<file path="src/rtl/color_conv_tile_sequencer.sv">
// Tile sequencer for the colour converter. It walks the N tiles of one job, starts the RGB source
// and YCbCr sink streamers together for each tile, and pulses done once the last tile drains.
module color_conv_tile_sequencer #(
  parameter int unsigned ADDR_WIDTH     = 32,
  parameter int unsigned TILE_CNT_WIDTH = 16
) (
  input  logic                      clk_i,
  input  logic                      rst_i,
  input  logic                      clear_i,
  input  logic                      start_i,
  input  logic [TILE_CNT_WIDTH-1:0] n_tiles_i,
  input  logic [ADDR_WIDTH-1:0]     rgb_base_i,
  input  logic [ADDR_WIDTH-1:0]     ycbcr_base_i,
  input  logic [ADDR_WIDTH-1:0]     rgb_tile_stride_i,
  input  logic [ADDR_WIDTH-1:0]     ycbcr_tile_stride_i,
  input  logic                      src_ready_start_i,
  input  logic                      snk_ready_start_i,
  input  logic                      src_done_i,
  input  logic                      snk_done_i,
  output logic                      src_req_start_o,
  output logic                      snk_req_start_o,
  output logic [ADDR_WIDTH-1:0]     rgb_base_addr_o,
  output logic [ADDR_WIDTH-1:0]     ycbcr_base_addr_o,
  output logic [TILE_CNT_WIDTH-1:0] tile_idx_o,
  output logic                      busy_o,
  output logic                      done_o
);

  typedef enum logic [1:0] {StIdle, StIssue, StRun, StDone} state_e;

  state_e                    state_q, state_d;
  logic [TILE_CNT_WIDTH-1:0] n_tiles_q, n_tiles_d;
  logic [TILE_CNT_WIDTH-1:0] tile_idx_q, tile_idx_d;
  logic [ADDR_WIDTH-1:0]     rgb_stride_q, rgb_stride_d;
  logic [ADDR_WIDTH-1:0]     ycbcr_stride_q, ycbcr_stride_d;
  logic [ADDR_WIDTH-1:0]     rgb_addr_q, rgb_addr_d;
  logic [ADDR_WIDTH-1:0]     ycbcr_addr_q, ycbcr_addr_d;
  logic                      src_seen_q, src_seen_d;
  logic                      snk_seen_q, snk_seen_d;
  logic                      issue_fire, tile_done, last_tile;

  // Both streamers are started in the same cycle, only once both can take the request.
  assign issue_fire = (state_q == StIssue) & src_ready_start_i & snk_ready_start_i;
  assign tile_done  = (state_q == StRun) & (src_seen_q | src_done_i) & (snk_seen_q | snk_done_i);
  assign last_tile  = (tile_idx_q == n_tiles_q - TILE_CNT_WIDTH'(1));

  always_comb begin
    state_d        = state_q;
    n_tiles_d      = n_tiles_q;
    tile_idx_d     = tile_idx_q;
    rgb_stride_d   = rgb_stride_q;
    ycbcr_stride_d = ycbcr_stride_q;
    rgb_addr_d     = rgb_addr_q;
    ycbcr_addr_d   = ycbcr_addr_q;
    src_seen_d     = src_seen_q;
    snk_seen_d     = snk_seen_q;

    unique case (state_q)
      StIdle: begin
        if (start_i) begin
          n_tiles_d      = n_tiles_i;
          rgb_stride_d   = rgb_tile_stride_i;
          ycbcr_stride_d = ycbcr_tile_stride_i;
          rgb_addr_d     = rgb_base_i;
          ycbcr_addr_d   = ycbcr_base_i;
          tile_idx_d     = '0;
          state_d        = (n_tiles_i == '0) ? StDone : StIssue;
        end
      end
      StIssue: begin
        if (issue_fire) begin
          src_seen_d = 1'b0;
          snk_seen_d = 1'b0;
          state_d    = StRun;
        end
      end
      StRun: begin
        src_seen_d = src_seen_q | src_done_i;
        snk_seen_d = snk_seen_q | snk_done_i;
        if (tile_done) begin
          if (last_tile) begin
            state_d = StDone;
          end else begin
            tile_idx_d   = tile_idx_q + TILE_CNT_WIDTH'(1);
            rgb_addr_d   = rgb_addr_q + rgb_stride_q;
            ycbcr_addr_d = ycbcr_addr_q + ycbcr_stride_q;
            state_d      = StIssue;
          end
        end
      end
      StDone:  state_d = StIdle;
      default: state_d = StIdle;
    endcase

    // Soft clear aborts the job silently; address registers are left as they were.
    if (clear_i) begin
      state_d    = StIdle;
      tile_idx_d = '0;
      src_seen_d = 1'b0;
      snk_seen_d = 1'b0;
    end
  end

  always_ff @(posedge clk_i or posedge rst_i) begin
    if (rst_i) begin
      state_q        <= StIdle;
      n_tiles_q      <= '0;
      tile_idx_q     <= '0;
      rgb_stride_q   <= '0;
      ycbcr_stride_q <= '0;
      rgb_addr_q     <= '0;
      ycbcr_addr_q   <= '0;
      src_seen_q     <= 1'b0;
      snk_seen_q     <= 1'b0;
    end else begin
      state_q        <= state_d;
      n_tiles_q      <= n_tiles_d;
      tile_idx_q     <= tile_idx_d;
      rgb_stride_q   <= rgb_stride_d;
      ycbcr_stride_q <= ycbcr_stride_d;
      rgb_addr_q     <= rgb_addr_d;
      ycbcr_addr_q   <= ycbcr_addr_d;
      src_seen_q     <= src_seen_d;
      snk_seen_q     <= snk_seen_d;
    end
  end

  assign src_req_start_o   = issue_fire;
  assign snk_req_start_o   = issue_fire;
  assign rgb_base_addr_o   = rgb_addr_q;
  assign ycbcr_base_addr_o = ycbcr_addr_q;
  assign tile_idx_o        = tile_idx_q;
  assign busy_o            = (state_q != StIdle);
  assign done_o            = (state_q == StDone);

endmodule
</file>
<file path="config.mk">
export PLATFORM = sky130hd
export DESIGN_NAME = color_conv_tile_sequencer
export DESIGN_NICKNAME = d
export VERILOG_FILES = /design/src/rtl/color_conv_tile_sequencer.sv
export SDC_FILE = /design/constraint.sdc
export NUM_CORES = 1
export LEC_CHECK = 0
export CORE_ASPECT_RATIO = 2
export CORE_UTILIZATION = 55
export CTS_CLUSTER_DIAMETER = 40
export CTS_CLUSTER_SIZE = 12
export DETAILED_ROUTE_END_ITERATION = 8
export PLACE_DENSITY = 0.86
export SYNTH_ARGS = -nofsm -noshare
export SYNTH_HDL_FRONTEND = slang
export SYNTH_SLANG_ARGS = --single-unit
</file>
<file path="constraint.sdc">
create_clock -name clk_i -period 8.4 [get_ports clk_i]
set_input_delay 1.68 -clock clk_i [delete_from_list [all_inputs] [get_ports clk_i]]
set_output_delay 1.68 -clock clk_i [all_outputs]
set_load 0.02 [all_outputs]
</file>
==> flow_summary.json <==
{
  "outcome": "completed",
  "rsz0062_at_grt": "no",
  "die_x_um": 100.1,
  "setup_tns_ns": 0,
  "insertion_delay_ns": 0.44,
  "hold_buffers": 0,
  "cap_violations": 0,
  "dr.pass1.iters": 5,
  "layout-drive-gt1-share_pct": 9.156,
  "ir_worst_vdd_mv": 0.2173,
  "syn_area_um2": 10580,
  "cts_tree": "built",
  "critPathMostFrequentCell": "clkdlybuf4s50_1",
  "power_frac_clock_pct": 18.4,
  "nets": 1593,
  "vias_per_cell": 6.008,
  "multiInputGateArea_um2": 6167,
  "boundaryPins": 236,
  "synthArstFlopShare_pct": 100.0,
  "drc_errors": 0,
  "ys_warn_count": 0,
  "num_rows": 71,
  "crit_buf_inv": 3,
  "grt_max_degree": 112,
  "clk_pin_slew_ns": 0.06,
  "p_sw_share_pct": 41.81,
  "worstMarginPinSlew_ns": 1.159,
  "postRouteAntennaNets": 0,
  "power.density_nw_per_um2": 318.4,
  "intPower_mw": 2.534,
  "clock_tree.root_cell": "clkbuf_16",
  "worstPathArrival_ns": 2.99,
  "seq_area_um2": 4104,
  "startpoint_type": "input port",
  "synth_fp_nets": 1387,
  "slew_viol_final": 0,
  "place_ws_ns": 3.735,
  "area_growth_pct": 29.27,
  "synth_area_leaders": "dfrtp_1 39%, mux2_2 8.0%, ha_1 7.6%, a21oi_1 5.5%, nand2_1 4.5%",
  "hp-class": "reg -> reg",
  "power_switching_mw": 1.821,
  "htree_levels": 4,
  "worst_slew_margin_rel_pct": 21.72,
  "grt_overflow": 0,
  "yosysTopAreaCellShare_pct": 38.78,
  "fin_crit_sh_pct": 55.61,
  "period_needed_ns": 4.672,
  "reg2reg_slack_ns": 4.17,
  "antenna_found_initial": 0,
  "grt_pass1_wl_um": 49540,
  "hold_viol": 0,
  "cts-resized-gates": 0,
  "core_um2": 18830,
  "drt_wl_total_um": 31690,
  "ys_top_cells_by_count": "164 x dfrtp_1, 128 x nand2_1, 117 x a21oi_1",
  "synth_cell_types": 68,
  "synth_enable_flop_cells": 0,
  "fin_util_pct": 72.63,
  "critPathKind": "in -> out",
  "finalWeightedCongestion": 0.9379,
  "clock.fmax_mhz": 214.1,
  "seq_area_frac_synth_pct": 38.78,
  "critPathMaxFanout": 3,
  "diodes": 0,
  "dp_hpwl_um": 23160,
  "synth_top_area_cell": "dfrtp_1",
  "synth_cells": 1169,
  "start_util_pct": 56.19,
  "required_ns": 6.72,
  "grt_pass1_vias": 10200,
  "groute.usage.overall_pct": 32.65,
  "p_comb_share_pct": 53.9,
  "drt_iter0_markers": 492,
  "synth_most_common_cell": "dfrtp_1",
  "vias": 9865,
  "synth_flop_cell": "dfrtp_1",
  "synth-seq-cells": 164,
  "cts_made_buffers": 17,
  "avgSynthCellArea_um2": 9.052,
  "cpPeakStageDelay_ns": 0.59,
  "power_leakage_nw": 5.705,
  "io_buffers": 235,
  "die-area_um2": 19830,
  "crit_family": "buffers and inverters",
  "skew_ns": 0.008906,
  "fillers": 1430,
  "fin_ws_ns": 3.728,
  "cp_cell_sequence": "clkdlybuf4s50_1 -> nand3_1 -> inv_1 -> clkdlybuf4s50_1",
  "die_y_um": 198.2,
  "post_drt_wl_per_cell_um": 19.30,
  "cts.sinks": 164,
  "setup_viol": 0,
  "seqPwrFrac_pct": 27.6,
  "cts_max_path_buffers": 2,
  "cp_slowest_cell": "clkdlybuf4s50_1",
  "cp-end-kind": "output pin",
  "cts_setup_buffers": 0
}
kinds of logic (layout without fill, tap and decap cells):
family          Yosys count  after routing  share of synthesized area, %
compound gates          327            327                         18.23
xor+xnor                 67             67                         5.546
fa+ha+maj                66             66                         7.946
buf+inv                  80            298                         3.193
flops                   164            164                         38.78
mux                      88             88                         9.211
simple gates            377            377                         17.09
through the flow:
step,std cells,power (mW),area (um2),hold WS [ns]
after floorplan,1169,2.803,10580,0.4849
after global placement,1611,3.441,13080,0.4932
after detailed placement,1611,3.516,13080,0.5011
after CTS,1642,4.336,13680,0.5160
after global routing,1642,4.631,13680,0.5243
final,1642,4.355,13680,0.5117
cells in the final DEF (no fill, tap or decap), types with 17 or more instances in the layout:
cell type	netlist	final
nand3_1	17	17
a31oi_1	27	27
dfrtp_1	164	164
clkdlybuf4s50_1	0	235
xor2_1	24	24
a21o_1	20	20
o21ai_0	83	83
nand2_1	128	128
ha_1	64	64
mux2_2	75	75
inv_1	28	27
xnor2_1	43	43
a21oi_1	117	117
nor2_1	108	107
clkbuf_16	0	17
final timing paths:
kind / from / end / cells after the start
worst min register to register: rgb_stride_q[9]$_DFFE_PP0P_ / rgb_stride_q[9]$_DFFE_PP0P_ / 1
max in group asynchronous: rst_i / ycbcr_stride_q[19]$_DFFE_PP0P_ / 3
worst min-delay path: rgb_stride_q[9]$_DFFE_PP0P_ / rgb_stride_q[9]$_DFFE_PP0P_ / 1
min in group asynchronous: rst_i / rgb_stride_q[30]$_DFFE_PP0P_ / 2
worst max-delay path: src_ready_start_i / snk_req_start_o / 4
worst max register to register: ycbcr_base_addr_o[12]$_DFFE_PP0P_ / ycbcr_base_addr_o[31]$_DFFE_PP0P_ / 11
area by class of cell:
type / instances / share of cell area (%)
inverter: 28 / 0.8050
multi-input combinational: 925 / 45.09
tap: 255 / 2.333
clock buffer: 24 / 3.668
timing repair buffer: 239 / 17.42
sequential: 164 / 30.00
clock inverter: 7 / 0.6861
flip-flops by register name, indices dropped and copies added, names as in the netlist:
register and count:
n_tiles_q 16, snk_seen_q 1, rgb_stride_q 32, rgb_base_addr_o 32, ycbcr_stride_q 32, ycbcr_base_addr_o 32, tile_idx_o 16, src_seen_q 1
state_q 2
power by group through the flow:
stage / registers [mW] / logic [mW] / clock network [mW]
6_report: 1.20 / 2.35 / 0.803
5_1_grt: 1.23 / 2.57 / 0.840
4_1_cts: 1.20 / 2.33 / 0.808
3_5_place_dp: 1.21 / 2.31 / 0
3_3_place_gp: 1.20 / 2.24 / 0
2_1_floorplan: 1.28 / 1.52 / 0
per-layer routing:
| layer | global-route usage (%) | vias up | part of all wire (%) |
|---|---|---|---|
| li1 | - | 4606 | - |
| met4 | 23.62 | 0 | 6.6 |
| met1 | 31.41 | 4748 | 34 |
| met3 | 6.071 | 127 | 5.4 |
| met2 | 60.72 | 384 | 54 |
| met5 | 0 | - | 0 |
Note: power is estimated with default switching activity, not from simulation.
